File: config.mk
export PLATFORM = sky130hd
export DESIGN_NAME = sound_event_arbiter_flat
export DESIGN_NICKNAME = d
export VERILOG_FILES = /design/src/rtl/sound_event_arbiter_pkg.sv /design/src/rtl/sound_event_arbiter_if.sv /design/src/rtl/sound_event_arbiter_prio_encoder.sv /design/src/rtl/sound_event_arbiter.sv /design/src/flat_wrapper.sv
export SDC_FILE = /design/constraint.sdc
export NUM_CORES = 1
export LEC_CHECK = 0
export CELL_PAD_IN_SITES_DETAIL_PLACEMENT = 0
export CELL_PAD_IN_SITES_GLOBAL_PLACEMENT = 2
export CORE_MARGIN = 2
export CORE_UTILIZATION = 36
export DETAILED_ROUTE_END_ITERATION = 8
export GPL_TIMING_DRIVEN = 0
export PLACE_DENSITY = 0.93
export SYNTH_ARGS = -nofsm -noshare
export SYNTH_HDL_FRONTEND = slang
export SYNTH_HIERARCHICAL = 1
export SYNTH_SLANG_ARGS = --single-unit
File: constraint.sdc
create_clock -name CLOCK_31p5 -period 4.42 [get_ports CLOCK_31p5]
set_input_delay 1.105 -clock CLOCK_31p5 [delete_from_list [all_inputs] [get_ports CLOCK_31p5]]
set_output_delay 1.105 -clock CLOCK_31p5 [all_outputs]
set_load 0.02 [all_outputs]
File: src/rtl/sound_event_arbiter_pkg.sv
// sound_arb_pkg -- shared types and constants for the sound event arbiter.
//   state_t            : arbiter FSM states
//   DEF_NUM_REQ        : default number of requesters (index 0 = highest priority)
//   DEF_SEL_W          : default melodySelect width
//   DEF_TIMEOUT_TICKS  : default watchdog limit in 10 ms ticks (10 s)
//   WD_W               : watchdog counter width (saturating, never wraps)
//   melody_of_req()    : melody code launched for each requester
package sound_arb_pkg;

  localparam int DEF_NUM_REQ       = 4;
  localparam int DEF_SEL_W         = 4;
  localparam int DEF_TIMEOUT_TICKS = 1000;
  localparam int WD_W              = 10;

  typedef enum logic [1:0] {
    S_IDLE   = 2'd0,
    S_LAUNCH = 2'd1,
    S_PLAY   = 2'd2,
    S_ABORT  = 2'd3
  } state_t;

  // Requester index -> melody code understood by the player.
  function automatic logic [DEF_SEL_W-1:0] melody_of_req(input int unsigned idx);
    logic [DEF_SEL_W-1:0] code;
    case (idx)
      32'd0:   code = 4'h3;  // gold caught
      32'd1:   code = 4'h5;  // rock caught
      32'd2:   code = 4'h9;  // level end
      32'd3:   code = 4'hC;  // timer low
      default: code = 4'h0;
    endcase
    return code;
  endfunction

endpackage

File: src/rtl/sound_event_arbiter_if.sv
// sound_event_arbiter_if -- game-logic / melody-player side signals of the arbiter.
//   master modport : game logic + player model (drives requests, tick, enable, melodyEnded)
//   slave modport  : the arbiter (drives launch pulse, selection, abort, status)
//   hundredthSecPulse, enable, req[NUM_REQ], melodyEnded            -> arbiter
//   startMelodyKey, melodySelect[SEL_W], playerResetN, busy,
//   activeReq[clog2(NUM_REQ)], timeoutErr                           <- arbiter
interface sound_event_arbiter_if #(
  parameter int NUM_REQ = 4,
  parameter int SEL_W   = 4
);
  localparam int IDX_W = (NUM_REQ > 1) ? $clog2(NUM_REQ) : 1;

  logic                hundredthSecPulse;
  logic                enable;
  logic [NUM_REQ-1:0]  req;
  logic                melodyEnded;
  logic                startMelodyKey;
  logic [SEL_W-1:0]    melodySelect;
  logic                playerResetN;
  logic                busy;
  logic [IDX_W-1:0]    activeReq;
  logic                timeoutErr;

  modport master (
    output hundredthSecPulse, enable, req, melodyEnded,
    input  startMelodyKey, melodySelect, playerResetN, busy, activeReq, timeoutErr
  );

  modport slave (
    input  hundredthSecPulse, enable, req, melodyEnded,
    output startMelodyKey, melodySelect, playerResetN, busy, activeReq, timeoutErr
  );
endinterface

File: src/rtl/sound_event_arbiter_prio_encoder.sv
// prio_encoder -- lowest-index-first priority encoder.
//   i_vec   [N]      request vector
//   o_valid          at least one bit of i_vec set
//   o_idx   [IDX_W]  index of the lowest set bit (0 when none)
module prio_encoder #(
  parameter int N     = 4,
  parameter int IDX_W = 2
) (
  input  logic [N-1:0]     i_vec,
  output logic             o_valid,
  output logic [IDX_W-1:0] o_idx
);

  // Scan from the top down so the lowest set index is the last one written.
  always_comb begin
    o_valid = 1'b0;
    o_idx   = {IDX_W{1'b0}};
    for (int i = N - 1; i >= 0; i--) begin
      o_valid = o_valid | i_vec[i];
      o_idx   = i_vec[i] ? IDX_W'(i) : o_idx;
    end
  end

endmodule

File: src/rtl/sound_event_arbiter.sv
// sound_event_arbiter -- shares the single melody-player channel between NUM_REQ
// game-event requesters. Requests are latched into a pending vector, granted by
// fixed priority (index 0 highest), launched with a one-clock startMelodyKey and
// held stable until the player pulses melodyEnded. A saturating 10 ms watchdog
// aborts a melody that never ends (playerResetN low for one clock, timeoutErr set).
// Ports:
//   CLOCK_31p5  system clock (31.5 MHz)
//   resetN      asynchronous active-low reset
//   bus         sound_event_arbiter_if.slave (requests in, player control out)
// Build option:
//   SOUND_ARB_PREEMPT_EN  when defined, a pending request of higher priority than
//                         the playing one aborts it and is launched instead.
module sound_event_arbiter
  import sound_arb_pkg::*;
#(
  parameter int NUM_REQ       = DEF_NUM_REQ,
  parameter int SEL_W         = DEF_SEL_W,
  parameter int TIMEOUT_TICKS = DEF_TIMEOUT_TICKS
) (
  input logic                  CLOCK_31p5,
  input logic                  resetN,
  sound_event_arbiter_if.slave bus
);

  localparam int              IDX_W    = (NUM_REQ > 1) ? $clog2(NUM_REQ) : 1;
  localparam logic [WD_W-1:0] WD_LIMIT = WD_W'(TIMEOUT_TICKS);
  localparam logic [WD_W-1:0] WD_ONE   = {{(WD_W-1){1'b0}}, 1'b1};
  localparam logic [WD_W-1:0] WD_MAX   = {WD_W{1'b1}};

  state_t             r_state;
  logic [NUM_REQ-1:0] r_pending;
  logic [WD_W-1:0]    r_watchdog;
  logic               r_start;
  logic [SEL_W-1:0]   r_sel;
  logic               r_player_rst_n;
  logic               r_busy;
  logic [IDX_W-1:0]   r_active;
  logic               r_timeout_err;

  logic [NUM_REQ-1:0] w_pend_masked;
  logic               w_enc_valid;
  logic [IDX_W-1:0]   w_enc_idx;
  logic               w_grant_fire;
  logic [NUM_REQ-1:0] w_clr;
  logic [WD_W-1:0]    w_wd_next;

  // With enable low nothing pending is eligible, so no launch can happen.
  assign w_pend_masked = r_pending & {NUM_REQ{bus.enable}};
  assign w_grant_fire  = (r_state == S_IDLE) && w_enc_valid;

  prio_encoder #(
    .N     (NUM_REQ),
    .IDX_W (IDX_W)
  ) u_prio (
    .i_vec   (w_pend_masked),
    .o_valid (w_enc_valid),
    .o_idx   (w_enc_idx)
  );

`ifdef SOUND_ARB_PREEMPT_EN
  logic w_preempt;
  assign w_preempt = w_enc_valid && (w_enc_idx < r_active);
`endif

  // One-hot clear of the requester being granted this cycle.
  always_comb begin
    w_clr = {NUM_REQ{1'b0}};
    if (w_grant_fire) begin
      w_clr = {{(NUM_REQ-1){1'b0}}, 1'b1} << w_enc_idx;
    end else begin
      w_clr = {NUM_REQ{1'b0}};
    end
  end

  // Saturating watchdog increment on each 10 ms tick.
  always_comb begin
    w_wd_next = r_watchdog;
    if (bus.hundredthSecPulse && (r_watchdog != WD_MAX)) begin
      w_wd_next = r_watchdog + WD_ONE;
    end else begin
      w_wd_next = r_watchdog;
    end
  end

  // Pending vector: a new request wins over a same-cycle grant clear (re-queue).
  always_ff @(posedge CLOCK_31p5 or negedge resetN) begin
    if (!resetN) begin
      r_pending <= {NUM_REQ{1'b0}};
    end else if (!bus.enable) begin
      r_pending <= {NUM_REQ{1'b0}};
    end else begin
      r_pending <= (r_pending & ~w_clr) | bus.req;
    end
  end

  // Arbiter FSM with registered player-control and status outputs.
  always_ff @(posedge CLOCK_31p5 or negedge resetN) begin
    if (!resetN) begin
      r_state        <= S_IDLE;
      r_watchdog     <= {WD_W{1'b0}};
      r_start        <= 1'b0;
      r_sel          <= {SEL_W{1'b0}};
      r_player_rst_n <= 1'b1;
      r_busy         <= 1'b0;
      r_active       <= {IDX_W{1'b0}};
      r_timeout_err  <= 1'b0;
    end else begin
      // Abort is a single-cycle low pulse; every other state releases it.
      r_player_rst_n <= 1'b1;
      case (r_state)
        S_IDLE: begin
          if (w_grant_fire) begin
            r_sel    <= SEL_W'(melody_of_req(32'(w_enc_idx)));
            r_active <= w_enc_idx;
            r_start  <= 1'b1;
            r_busy   <= 1'b1;
            r_state  <= S_LAUNCH;
          end else begin
            r_state  <= S_IDLE;
          end
        end
        S_LAUNCH: begin
          r_start    <= 1'b0;
          r_watchdog <= {WD_W{1'b0}};
          r_state    <= S_PLAY;
        end
        S_PLAY: begin
          r_watchdog <= w_wd_next;
          // A melody that ends on the timeout cycle is treated as a clean end.
          if (bus.melodyEnded) begin
            r_busy  <= 1'b0;
            r_state <= S_IDLE;
          end else if (r_watchdog == WD_LIMIT) begin
            r_timeout_err <= 1'b1;
            r_state       <= S_ABORT;
          end
`ifdef SOUND_ARB_PREEMPT_EN
          // Pre-empted melody is dropped; its requester is not re-queued.
          else if (w_preempt) begin
            r_state <= S_ABORT;
          end
`endif
          else begin
            r_state <= S_PLAY;
          end
        end
        S_ABORT: begin
          r_player_rst_n <= 1'b0;
          r_busy         <= 1'b0;
          r_state        <= S_IDLE;
        end
        default: begin
          r_start <= 1'b0;
          r_busy  <= 1'b0;
          r_state <= S_IDLE;
        end
      endcase
    end
  end

  assign bus.startMelodyKey = r_start;
  assign bus.melodySelect   = r_sel;
  assign bus.playerResetN   = r_player_rst_n;
  assign bus.busy           = r_busy;
  assign bus.activeReq      = r_active;
  assign bus.timeoutErr     = r_timeout_err;

endmodule

File: src/flat_wrapper.sv
// flat-port wrapper written by rule: the top's interface ports become plain ports
module sound_event_arbiter_flat import sound_arb_pkg::*;
#(
  parameter int NUM_REQ       = DEF_NUM_REQ,
  parameter int SEL_W         = DEF_SEL_W,
  parameter int TIMEOUT_TICKS = DEF_TIMEOUT_TICKS
)
  (CLOCK_31p5, resetN, bus_hundredthSecPulse, bus_enable, bus_req, bus_melodyEnded, bus_startMelodyKey, bus_melodySelect, bus_playerResetN, bus_busy, bus_activeReq, bus_timeoutErr);
  sound_event_arbiter_if #(.NUM_REQ(NUM_REQ), .SEL_W(SEL_W)) bus_i ();
  input logic CLOCK_31p5;
  input logic resetN;
  input wire logic [$bits(bus_i.hundredthSecPulse)-1:0] bus_hundredthSecPulse;
  input wire logic [$bits(bus_i.enable)-1:0] bus_enable;
  input wire logic [$bits(bus_i.req)-1:0] bus_req;
  input wire logic [$bits(bus_i.melodyEnded)-1:0] bus_melodyEnded;
  output wire logic [$bits(bus_i.startMelodyKey)-1:0] bus_startMelodyKey;
  output wire logic [$bits(bus_i.melodySelect)-1:0] bus_melodySelect;
  output wire logic [$bits(bus_i.playerResetN)-1:0] bus_playerResetN;
  output wire logic [$bits(bus_i.busy)-1:0] bus_busy;
  output wire logic [$bits(bus_i.activeReq)-1:0] bus_activeReq;
  output wire logic [$bits(bus_i.timeoutErr)-1:0] bus_timeoutErr;
  assign bus_i.hundredthSecPulse = bus_hundredthSecPulse;
  assign bus_i.enable = bus_enable;
  assign bus_i.req = bus_req;
  assign bus_i.melodyEnded = bus_melodyEnded;
  assign bus_startMelodyKey = bus_i.startMelodyKey;
  assign bus_melodySelect = bus_i.melodySelect;
  assign bus_playerResetN = bus_i.playerResetN;
  assign bus_busy = bus_i.busy;
  assign bus_activeReq = bus_i.activeReq;
  assign bus_timeoutErr = bus_i.timeoutErr;
  sound_event_arbiter #(.NUM_REQ(NUM_REQ), .SEL_W(SEL_W), .TIMEOUT_TICKS(TIMEOUT_TICKS)) u_core (.CLOCK_31p5(CLOCK_31p5), .resetN(resetN), .bus(bus_i));
endmodule
## After elaboration in Yosys (flattened, before gate mapping)

Cells that the tools add are included.

| storage, ports and cells | value |
|---|---|
| logic and storage cells | 60 |
| bits in writable memories | 0 |
| bits in latches | 0 |
| output and inout port bits | 10 |
| bits in registers | 26 |
| input port bits | 9 |
| memories | 0 |
| ROM bits | 0 |

| operators by class | value |
|---|---|
| divide/modulo/power cells | 0 |
| shifts and indexed selects | 1 |
| mux-type cells | 18 |
| reduce and logical (&&, ||, !) cells | 12 |
| bitwise logic cells | 8 |
| equal/unequal tests | 11 |
| $lt $le $gt $ge | 0 |
| multiply operators | 0 |
| $add $sub $neg | 1 |

Operators with widths:

| cell | count |
|---|---|
| 10-bit case mux with 2 select lines | 1 |
| 4-bit case mux with 4 select lines | 1 |
| 10-bit by 1-bit adder with 10-bit output (second input constant) | 1 |
| 10-bit == test (second input constant) | 1 |
| 10-bit 2-to-1 mux | 1 |
| 2-bit 2-to-1 mux | 5 |
| 10-bit inequality test (second input constant) | 1 |
| 4-bit AND | 2 |
| 2-bit == test (second input constant) | 4 |
| 4-bit 2-to-1 mux | 2 |
| 2-bit case mux with 4 select lines | 1 |
| 2-bit AND reduction | 3 |
| 3-bit AND reduction | 2 |
| 1-bit 2-to-1 mux | 5 |
| 2-bit by 1-bit == test with 1-bit output (second input constant) | 2 |
| 2-bit logical NOT | 2 |
| 2-bit by 1-bit inequality test with 1-bit output (second input constant) | 2 |
| 4-bit NOT | 1 |
| 4-bit OR | 1 |
| 2-bit nonzero test | 2 |
| 1-bit by 2-bit left shift with 4-bit output (first input constant) | 1 |
| 1-bit OR | 3 |
| 1-bit case mux with 3 select lines | 1 |
| 3-bit nonzero test | 1 |
| 4 further kinds | 5 |

## Depth between registers and ports, before layout

Gate-level depths: netlist of the first run.

| depth | value |
|---|---|
| depth in word-level cells | 11 |
| mapped depth | 7 |
| mapped depth without buffers | 7 |

## Cells and area by module

Netlist of the first run, hierarchy kept.

Modules (own cells, without submodules):

| module | times used | area each (µm²) | cells each | seq. area each (µm²) |
|---|---|---|---|---|
| sound_event_arbiter | 1 | 1,260.0 | 123 | 651.9 |
| prio_encoder | 1 | 35.0 | 7 | 0.0 |

## Worst setup path after synthesis of the first run

Ideal clock, no wire load.

| path | value |
|---|---|
| path type | input port to flip-flop |
| start point | input port bus_enable |
| end point | register u_core.r_pending[2] |
| required time | 4.301 ns |
| buffers on the path | 0 |
| data arrival time | 2.182 ns |
| slack | 2.120 ns |
| library setup time | 0.119 ns |
| cell stages on the path | 7 |
| cell sequence | and2_1 -> nor2_1 -> nand2_1 -> nor3b_1 -> nand2_1 -> o21a_1 -> o21a_1 |

| on the way | value |
|---|---|
| elaborated cells on any way between the ends | 15 |
| those cells by class | 1 x shift; 6 x mux; 7 x bitwise; 1 x reduce/logical |

RTL lines:

| what | line | RTL |
|---|---|---|
| start: declaration | flat_wrapper.sv:13 | `input wire logic [$bits(bus_i.enable)-1:0] bus_enable;` |
| 4-bit AND * | sound_event_arbiter.sv:48 | `assign w_pend_masked = r_pending & {NUM_REQ{bus.enable}};` |
| 1-bit OR (2 in series) | sound_event_arbiter_prio_encoder.sv:19 | `o_valid = o_valid \| i_vec[i];` |
| 1-bit OR * | sound_event_arbiter_prio_encoder.sv:19 |  |
| named net u_core.w_enc_valid | sound_event_arbiter.sv:41 | `logic w_enc_valid;` |
| 1-bit logical AND * | sound_event_arbiter.sv:49 | `assign w_grant_fire = (r_state == S_IDLE) && w_enc_valid;` |
| 4-bit 2-to-1 mux * | sound_event_arbiter.sv:68 | `if (w_grant_fire) begin` |
| 4-bit NOT * | sound_event_arbiter.sv:92 | `r_pending <= (r_pending & ~w_clr) \| bus.req;` |
| 4-bit AND * | sound_event_arbiter.sv:92 |  |
| 4-bit OR * | sound_event_arbiter.sv:92 |  |
| 4-bit 2-to-1 mux * | sound_event_arbiter.sv:89 | `end else if (!bus.enable) begin` |
| end signal: assignment | sound_event_arbiter.sv:88 | `r_pending <= {NUM_REQ{1'b0}};` |
| end signal: assignment | sound_event_arbiter.sv:90 | `r_pending <= {NUM_REQ{1'b0}};` |
| end signal: assignment | sound_event_arbiter.sv:92 |  |
| end: declaration | sound_event_arbiter.sv:31 | `logic [NUM_REQ-1:0] r_pending;` |

Mark *: on every way through the listed nets, which the timed path passes. The rest lies on a longest branch.
A chain may end at the register's enable or synchronous reset.

## Final worst setup path of the first run

| path | value |
|---|---|
| start point | input port bus_enable |
| end point | register u_core.r_pending[2] |

| on the way | value |
|---|---|
| elaborated cells on any way between the ends | 15 |
| those cells by class | 1 x shift; 6 x mux; 7 x bitwise; 1 x reduce/logical |

RTL lines:

| what | line | RTL |
|---|---|---|
| 4-bit AND | sound_event_arbiter.sv:48 |  |
| named net u_core.w_pend_masked[0] | sound_event_arbiter.sv:40 | `logic [NUM_REQ-1:0] w_pend_masked;` |
| 1-bit OR | sound_event_arbiter_prio_encoder.sv:19 |  |
| named net u_core.w_enc_valid | sound_event_arbiter.sv:41 |  |
| 1-bit logical AND | sound_event_arbiter.sv:49 |  |
| 4-bit 2-to-1 mux | sound_event_arbiter.sv:68 |  |
| 4-bit NOT | sound_event_arbiter.sv:92 |  |
| 4-bit AND | sound_event_arbiter.sv:92 |  |
| 4-bit OR | sound_event_arbiter.sv:92 |  |
| 4-bit 2-to-1 mux | sound_event_arbiter.sv:89 |  |

The timed path passes the listed nets, and every way through them passes these cells.

==> flow_summary.rst, run 1 <==
.. list-table::
   :header-rows: 1

   * - Metric
     - Value
   * - Total Power Consumption
     - between 0.0007 and 0.0008 W
   * - Fraction of power spent switching nets
     - 33.4%
   * - Endpoint kind of the worst setup timing path
     - flip-flop
   * - Outcome
     - completed
   * - Largest net degree at the start of global routing
     - 27
   * - Register clock-pin slew on the reported worst setup and hold paths
     - around 0.14 ns
   * - Tightest Pin Transition
     - 0.584 ns
   * - Worst IR Drop VDD
     - 0.175 mV
   * - Final hold violations
     - 0
   * - Dominant cells by area after synthesis
     - sky130_fd_sc_hd__dfrtp_1 (48%), sky130_fd_sc_hd__nand2_1 (7.0%), sky130_fd_sc_hd__o21a_1 (3.5%), sky130_fd_sc_hd__a211o_1 (3.4%), sky130_fd_sc_hd__nor3_1 (2.7%)
   * - Setup Crit Path Kind
     - in2reg
   * - Power density normalized to cell area
     - 478 nW/um^2
   * - Post-synth top area share
     - 48.3%
   * - Final worst-path cycle share
     - around 67%
   * - DP HPWL
     - roughly 1800 um
   * - Core region area
     - 3390 sq um
   * - Largest fanout on the critical path
     - 8
   * - 1st-pass router iterations
     - 4
   * - Clock latency on the worst-skew pair
     - between 0.3 and 0.4 ns
   * - Total of max-cap violations
     - 0
   * - Number of setup buffers added after CTS
     - 0
   * - Remaining DRCs
     - 0
   * - Global Route Usage Sum
     - between 10 and 15%
   * - Drt via density
     - about 5
   * - Highest clock frequency the design can meet
     - between 300 and 400 MHz
   * - Wire length of the first global-routing pass
     - 4460 um
   * - Die footprint
     - around 4000 sq um
   * - Reg2reg path depth
     - 5
   * - Die X-Extent
     - around 64 um
   * - Yosys Warn Count
     - 6
   * - Final standard cell count with taps included and fillers excluded
     - between 150 and 200
   * - Total count of max-transition violations in the final report
     - 0
   * - TritonCTS sink count
     - 26
   * - Total number of vias
     - a little under 1000
   * - Starting density of the core
     - between 30% and 40%
   * - Routed wire length
     - around 2500 um
   * - Hold_sp
     - u_core/bus.activeReq[1]
   * - Critical Path Max Stage Delay
     - approximately 0.61 ns
   * - Capture endpoint of the worst hold path
     - u_core/bus.activeReq[1]
   * - Mapped Avg Cell Area
     - 9.96 sq um
   * - Net count of the mapped netlist
     - about 140
   * - Routed length per instance
     - 12.6 um
   * - Logic pwr share
     - a little over a third
   * - Flop2flop setup slack
     - ~2.4 ns
   * - Fraction of layout cells with a size suffix above 1
     - around 9.8%
   * - Min-delay worst type
     - reg2reg
   * - Endpoint of the worst register-to-register path
     - u_core/r_watchdog[9]
   * - Fraction of the yosys area taken by sequential cells
     - between 50% and 60%
   * - Area growth from synthesis to layout
     - 23.6%
   * - Sequential cell fraction of total power
     - 43.3%
   * - Portion of total power attributed to the clock network
     - 21.3%
   * - Min Clock Period, post-route
     - 2.97 ns
   * - Highest-delay cell along the critical path
     - sky130_fd_sc_hd__clkdlybuf4s50_1
   * - Number of buffers inserted by hold repair at cts
     - 0
   * - Internal portion of total power
     - approximately 0.00051 W
   * - Filler cell count in the final layout
     - ~320
   * - Maximum buffer depth of the clock tree
     - 2
   * - Number of buffers created by CTS
     - 3
   * - Worst-case headroom to the max-slew limit
     - between 60 and 70%
   * - Final std cell area, no fill
     - 1600 sq um
   * - Number of distinct standard cells referenced by the synthesized netlist
     - 38
   * - Library cell occupying the most area in the post-synthesis netlist
     - sky130_fd_sc_hd__dfrtp_1
   * - Via count of the first global-routing pass
     - roughly 970
   * - Leakage power total
     - between 0.7 and 0.8 nW
   * - I/O pin count
     - 19
   * - Share of flip-flops with an asynchronous set or reset after synthesis
     - 100%
   * - Grt ovf
     - 0
   * - Seq cells post-synth
     - 26
   * - Instance area at placement
     - about 1500 sq um
   * - Std cell rows
     - 21
   * - Required time at the endpoint of the critical path
     - roughly 4.7 ns
   * - Initial antenna violation count
     - 0
   * - Total of buffers placed on input and output ports
     - 18
   * - Data arrival time of the critical path
     - between 3 and 4 ns
   * - Most instantiated flip-flop cell in the synthesis netlist
     - sky130_fd_sc_hd__dfrtp_1
   * - Cell total after placement
     - 194
   * - Post-cts sizing count
     - 0
   * - RePlAce Congestion
     - roughly 0.75
   * - Count of cells along the worst hold path
     - 2
   * - Post-synthesis instance area
     - about 1300 sq um
   * - Total negative setup slack
     - 0 ns
   * - Critical Path Start Type
     - input pin
   * - Final setup viols
     - 0
   * - Number of synthesized flops with an enable pin
     - 0
   * - Worst path cell trace
     - clkdlybuf4s50_1 -> and2_1 -> nor2_1 -> nand2_1 -> nor3b_1 -> nand2_1 -> o21a_1 -> o21a_1
   * - TritonCTS clock tree
     - yes
   * - NumNets Final
     - roughly 170
   * - Post-Synthesis Cells
     - 130
   * - H-tree Lvls
     - 1
   * - Starting DRC count in detailed routing
     - 23
   * - Vertical die dimension
     - around 64 um
   * - Final ANT Viol Nets
     - 0
   * - Start of the worst register-to-register path
     - u_core/r_watchdog[0]
   * - RSZ-0062 raised after global routing
     - false
   * - Clock tree root buffer cell
     - sky130_fd_sc_hd__clkbuf_4
   * - Setup Skew
     - ~0.0054 ns
   * - Switch Pwr
     - between 0.0002 and 0.0003 W
   * - Antenna diodes
     - 0
flip-flops by register name, indices dropped and copies added (netlist names):
signal                     cells
u_core/r_watchdog             10
u_core/bus.melodySelect        4
u_core/r_pending               4
u_core/bus.activeReq           2
u_core/r_state                 2
u_core/bus.busy                1
u_core/bus.playerResetN        1
u_core/bus.startMelodyKey      1
u_core/bus.timeoutErr          1
cell families (layout without fill, tap and decap cells):
logic type	Yosys count	count (layout)	synth area share (%)
adders and majority gates	2	2	1.93
AOI/OAI and AO/OA	24	24	14.2
and+or+nand+nor	69	69	29.2
DFF	26	26	50.3
muxes	1	1	0.870
buffers and inverters	8	31	3.48
critical path: cells and delay by family:
| family | cells | cell delay [ns] |
|---|---|---|
| buf+inv | 1 | 0.61 |
| compound gates | 2 | 0.37 |
| simple gates | 5 | 1.11 |
cell usage after synthesis (2+ instances only):
master and number:
sky130_fd_sc_hd__a211o_1 5, sky130_fd_sc_hd__a21oi_1 2, sky130_fd_sc_hd__and2_1 5, sky130_fd_sc_hd__and3_1 5, sky130_fd_sc_hd__buf_6 2, sky130_fd_sc_hd__dfrtp_1 25
sky130_fd_sc_hd__ha_1 2, sky130_fd_sc_hd__inv_1 5, sky130_fd_sc_hd__nand2_1 24, sky130_fd_sc_hd__nand2b_1 3, sky130_fd_sc_hd__nand3_1 6, sky130_fd_sc_hd__nand4_1 2
sky130_fd_sc_hd__nor2_1 4, sky130_fd_sc_hd__nor3_1 7, sky130_fd_sc_hd__nor3b_1 3, sky130_fd_sc_hd__o21a_1 6, sky130_fd_sc_hd__o21ai_0 3
layout make-up:
class	count	area, sq um	area share (%)
Clock inverter	1	30.0	1.88
Multi-Input combinational cell	96	598	37.4
Tap cell	46	57.6	3.60
Clock buffer	3	22.5	1.41
Inverter	5	18.8	1.17
Buffer	3	26.3	1.64
Timing Repair Buffer	19	195	12.2
Sequential cell	26	652	40.7
layout by cell type, fill, tap and decap left out, types with 5 or more instances in the layout:
master                            instances
sky130_fd_sc_hd__dfrtp_1                 25
sky130_fd_sc_hd__nand3_1                  6
sky130_fd_sc_hd__and2_1                   5
sky130_fd_sc_hd__clkdlybuf4s50_1         18
sky130_fd_sc_hd__a211o_1                  5
sky130_fd_sc_hd__nand2_1                 24
sky130_fd_sc_hd__inv_1                    5
sky130_fd_sc_hd__and3_1                   5
sky130_fd_sc_hd__o21a_1                   6
sky130_fd_sc_hd__nor3_1                   7
per-stage QoR:
| stage | hold WS [ns] | util [%] | setup WS (ns) |
|---|---|---|---|
| 2_1_floorplan | 0.458 | - | 2.12 |
| 3_3_place_gp | 0.460 | 45.2 | 1.17 |
| 3_5_place_dp | 0.469 | 45.2 | 1.13 |
| 4_1_cts | 0.504 | 46.8 | 1.49 |
| 5_1_grt | 0.526 | 47.2 | 1.30 |
| 6_report | 0.496 | 47.2 | 1.45 |
power groups by stage:
stage / sequential [W] / combinational (W) / clock, W
5_1_grt: 0.000342 / 0.000300 / 0.000188
2_1_floorplan: 0.000371 / 0.000124 / 0
4_1_cts: 0.000331 / 0.000274 / 0.000171
3_5_place_dp: 0.000337 / 0.000273 / 0
6_report: 0.000331 / 0.000271 / 0.000163
3_3_place_gp: 0.000333 / 0.000269 / 0
layer usage:
| layer | part of all wire [%] | GRT usage (%) | wire length, um | vias up |
|---|---|---|---|---|
| li1 | - | - | - | 510 |
| met1 | 51 | 20.5 | 1280 | 474 |
| met2 | 46 | 20.7 | 1160 | 8 |
| met3 | 1.5 | 2.11 | 38 | 2 |
| met4 | 0.76 | 5.71 | 19 | 0 |
| met5 | 0 | 0 | 0 | - |
how the worst max path moves through the flow:
stage / start / cells past startpoint / slack [ns] / to
3_3_place_gp: bus_enable / 8 / 1.17 / u_core/r_pending[2]
3_5_place_dp: bus_enable / 8 / 1.13 / u_core/r_pending[2]
4_1_cts: bus_enable / 8 / 1.49 / u_core/r_pending[2]
2_1_floorplan: bus_enable / 7 / 2.12 / u_core/r_pending[2]
6_report: bus_enable / 8 / 1.45 / u_core/r_pending[2]
5_1_grt: bus_enable / 8 / 1.30 / u_core/r_pending[1]
Power figures use the tool's default switching activity.
==> inputs of run 2 (changes only) <==
--- a/config.mk
+++ b/config.mk
@@ -8,10 +8,10 @@
 export CELL_PAD_IN_SITES_DETAIL_PLACEMENT = 0
 export CELL_PAD_IN_SITES_GLOBAL_PLACEMENT = 2
 export CORE_MARGIN = 2
-export CORE_UTILIZATION = 36
+export CORE_UTILIZATION = 30
 export DETAILED_ROUTE_END_ITERATION = 8
 export GPL_TIMING_DRIVEN = 0
-export PLACE_DENSITY = 0.93
+export PLACE_DENSITY = 0.84
 export SYNTH_ARGS = -nofsm -noshare
 export SYNTH_HDL_FRONTEND = slang
 export SYNTH_HIERARCHICAL = 1
==> constraint.sdc (replaced) <==
create_clock -name CLOCK_31p5 -period 2.65 [get_ports CLOCK_31p5]
set_input_delay 0.6625 -clock CLOCK_31p5 [delete_from_list [all_inputs] [get_ports CLOCK_31p5]]
set_output_delay 0.6625 -clock CLOCK_31p5 [all_outputs]
set_load 0.02 [all_outputs]
==> flow_summary.rst, run 2 (synthesis results as in run 1) <==
.. list-table::
   :header-rows: 1

   * - Metric
     - Value
   * - Outcome
     - completed
   * - Total number of vias
     - 1002
   * - Largest fanout on the critical path
     - 8
   * - Drt via density
     - about 5
   * - Largest net degree at the start of global routing
     - 27
   * - Grt ovf
     - 0
   * - Setup Skew
     - between 0.004 and 0.005 ns
   * - Worst Setup Slack post-DPL
     - -0.185 ns
   * - Vertical die dimension
     - approximately 70 um
   * - Power density normalized to cell area
     - ~840 nW/um^2
   * - Worst-case headroom to the max-slew limit
     - 20.7%
   * - Setup Crit Path Kind
     - in2reg
   * - Fraction of layout cells with a size suffix above 1
     - under 10%
   * - Tightest Pin Transition
     - 1.19 ns
   * - H-tree Lvls
     - 1
   * - Number of setup buffers added after CTS
     - 0
   * - Die footprint
     - just under 5000 sq um
   * - Via count of the first global-routing pass
     - roughly 1000
   * - Worst IR Drop VDD
     - 0.323 mV
   * - Clock tree root buffer cell
     - sky130_fd_sc_hd__clkbuf_8
   * - Worst setup slack after layout
     - around 0.31 ns
   * - Remaining DRCs
     - 0
   * - Area growth from synthesis to layout
     - 24.6%
   * - Fin util
     - 39.5%
   * - TritonCTS clock tree
     - yes
   * - Leading cell types in the layout, fill and taps excluded
     - sky130_fd_sc_hd__dfrtp_1 (25), sky130_fd_sc_hd__nand2_1 (24), sky130_fd_sc_hd__clkdlybuf4s50_1 (18)
   * - Core region area
     - ~4100 sq um
   * - Starting DRC count in detailed routing
     - 56
   * - Max reg flops
     - 10
   * - Most frequent standard cell in the layout excluding fill and tap cells
     - sky130_fd_sc_hd__dfrtp_1
   * - Starting density of the core
     - a little under a third
   * - Min Clock Period, post-route
     - between 2 and 2.5 ns
   * - RSZ-0062 raised after global routing
     - false
   * - 1st-pass router iterations
     - 4
   * - Maximum buffer depth of the clock tree
     - 2
   * - Final worst-path cycle share
     - between 80% and 90%
   * - Die X-Extent
     - between 60 and 70 um
   * - RePlAce Congestion
     - around 0.76
   * - Global Route Usage Sum
     - between 10% and 20%
   * - Final hold violations
     - 0
   * - Min-delay worst type
     - reg2reg
   * - Final setup viols
     - 0
   * - Total of buffers placed on input and output ports
     - 18
   * - Required time at the endpoint of the critical path
     - 2.83 ns
   * - Number of buffers created by CTS
     - 3
   * - Highest clock frequency the design can meet
     - between 400 and 500 MHz
   * - Total count of max-transition violations in the final report
     - 0
   * - Data arrival time of the critical path
     - between 2 and 3 ns
   * - I/O pin count
     - 19
   * - Antenna diodes
     - 0
   * - Register clock-pin slew on the reported worst setup and hold paths
     - around 0.090 ns
   * - Initial antenna violation count
     - 0
   * - Std cell rows
     - 23
   * - Endpoint kind of the worst setup timing path
     - flip-flop
   * - Routed wire length
     - 2680 um
   * - Leakage power total
     - just under 0.8 nW
   * - DP HPWL
     - slightly below 2000 um
   * - Final standard cell count with taps included and fillers excluded
     - slightly above 200
   * - Largest reg by FF count
     - u_core/r_watchdog
   * - Critical Path Start Type
     - input pin
   * - Cell total after placement
     - just under 200
   * - Routed length per instance
     - 13.3 um
   * - Total of max-cap violations
     - 0
   * - Clock latency on the worst-skew pair
     - ~0.27 ns
   * - NumNets Final
     - 164
   * - TritonCTS sink count
     - 26
   * - Wire length of the first global-routing pass
     - about 4600 um
   * - Hold slack final
     - 0.481 ns
   * - Final ANT Viol Nets
     - 0
## run 2: area by class of cell
cell class              count  area (sq um)
plain buffers               3          26.3
clock buffers               3          41.3
clock inverters             1          30.0
fillers                   412          2470
inverters                   5          18.8
multi-input cells          96           603
flip-flops and latches     26           652
well taps                  50          62.6
repair buffers             18           180
## run 2: layer usage
metal	up-vias	GRT usage, %	share of wire [%]	wire length (um)
met4	0	5.98	1.6	42
li1	511	-	-	-
met3	5	2.33	1.9	52
met1	473	16.2	51	1370
met2	13	17.4	46	1220
met5	-	0	0	0
## run 2: worst max-delay path, cell delays in order
cell,delay [ns]
sky130_fd_sc_hd__clkdlybuf4s50_1,0.59
sky130_fd_sc_hd__and2_1,0.22
sky130_fd_sc_hd__nor2_1,0.06
sky130_fd_sc_hd__nand2_1,0.10
sky130_fd_sc_hd__nor3b_2,0.33
sky130_fd_sc_hd__nand2_1,0.17
sky130_fd_sc_hd__o21a_1,0.22
sky130_fd_sc_hd__o21a_1,0.16
## run 2: worst paths after layout
check,to,cells after the start,from,slack (ns)
worst max register to register,u_core/r_watchdog[9],5,u_core/r_watchdog[0],0.61
max in group asynchronous,u_core/r_watchdog[7],1,resetN,0.93
worst min-delay path,u_core/bus.melodySelect[1],2,u_core/bus.melodySelect[1],0.48
worst min register to register,u_core/bus.melodySelect[1],2,u_core/bus.melodySelect[1],0.48
worst max-delay path,u_core/r_pending[2],8,bus_enable,0.31
min in group asynchronous,u_core/bus.melodySelect[0],1,resetN,1.01
## run 2: stage by stage
step / area [sq um] / TNS, ns / power, W
after global placement: 1540 / -0.290 / 0.00101
final: 1610 / 0 / 0.00135
after floorplan: 1290 / 0 / 0.000827
after detailed placement: 1540 / -0.383 / 0.00102
after global routing: 1610 / 0 / 0.00144
after CTS: 1610 / 0 / 0.00136
## run 2: report_power, final
group | switching [W] | leakage [nW] | internal (W) | total, W
clock | 0.000129 | 0.0357 | 0.000202 | 0.000332
combinational | 0.000246 | 0.402 | 0.000213 | 0.000460
sequential | 0.0000735 | 0.334 | 0.000483 | 0.000557
## run 2: what timing repair did
| item | 4_1_cts | 5_1_grt |
|---|---|---|
| hold buffers | 0 | 0 |
| resized for setup | 0 | 1 |
| setup endpoints to repair | 0 | 1 |
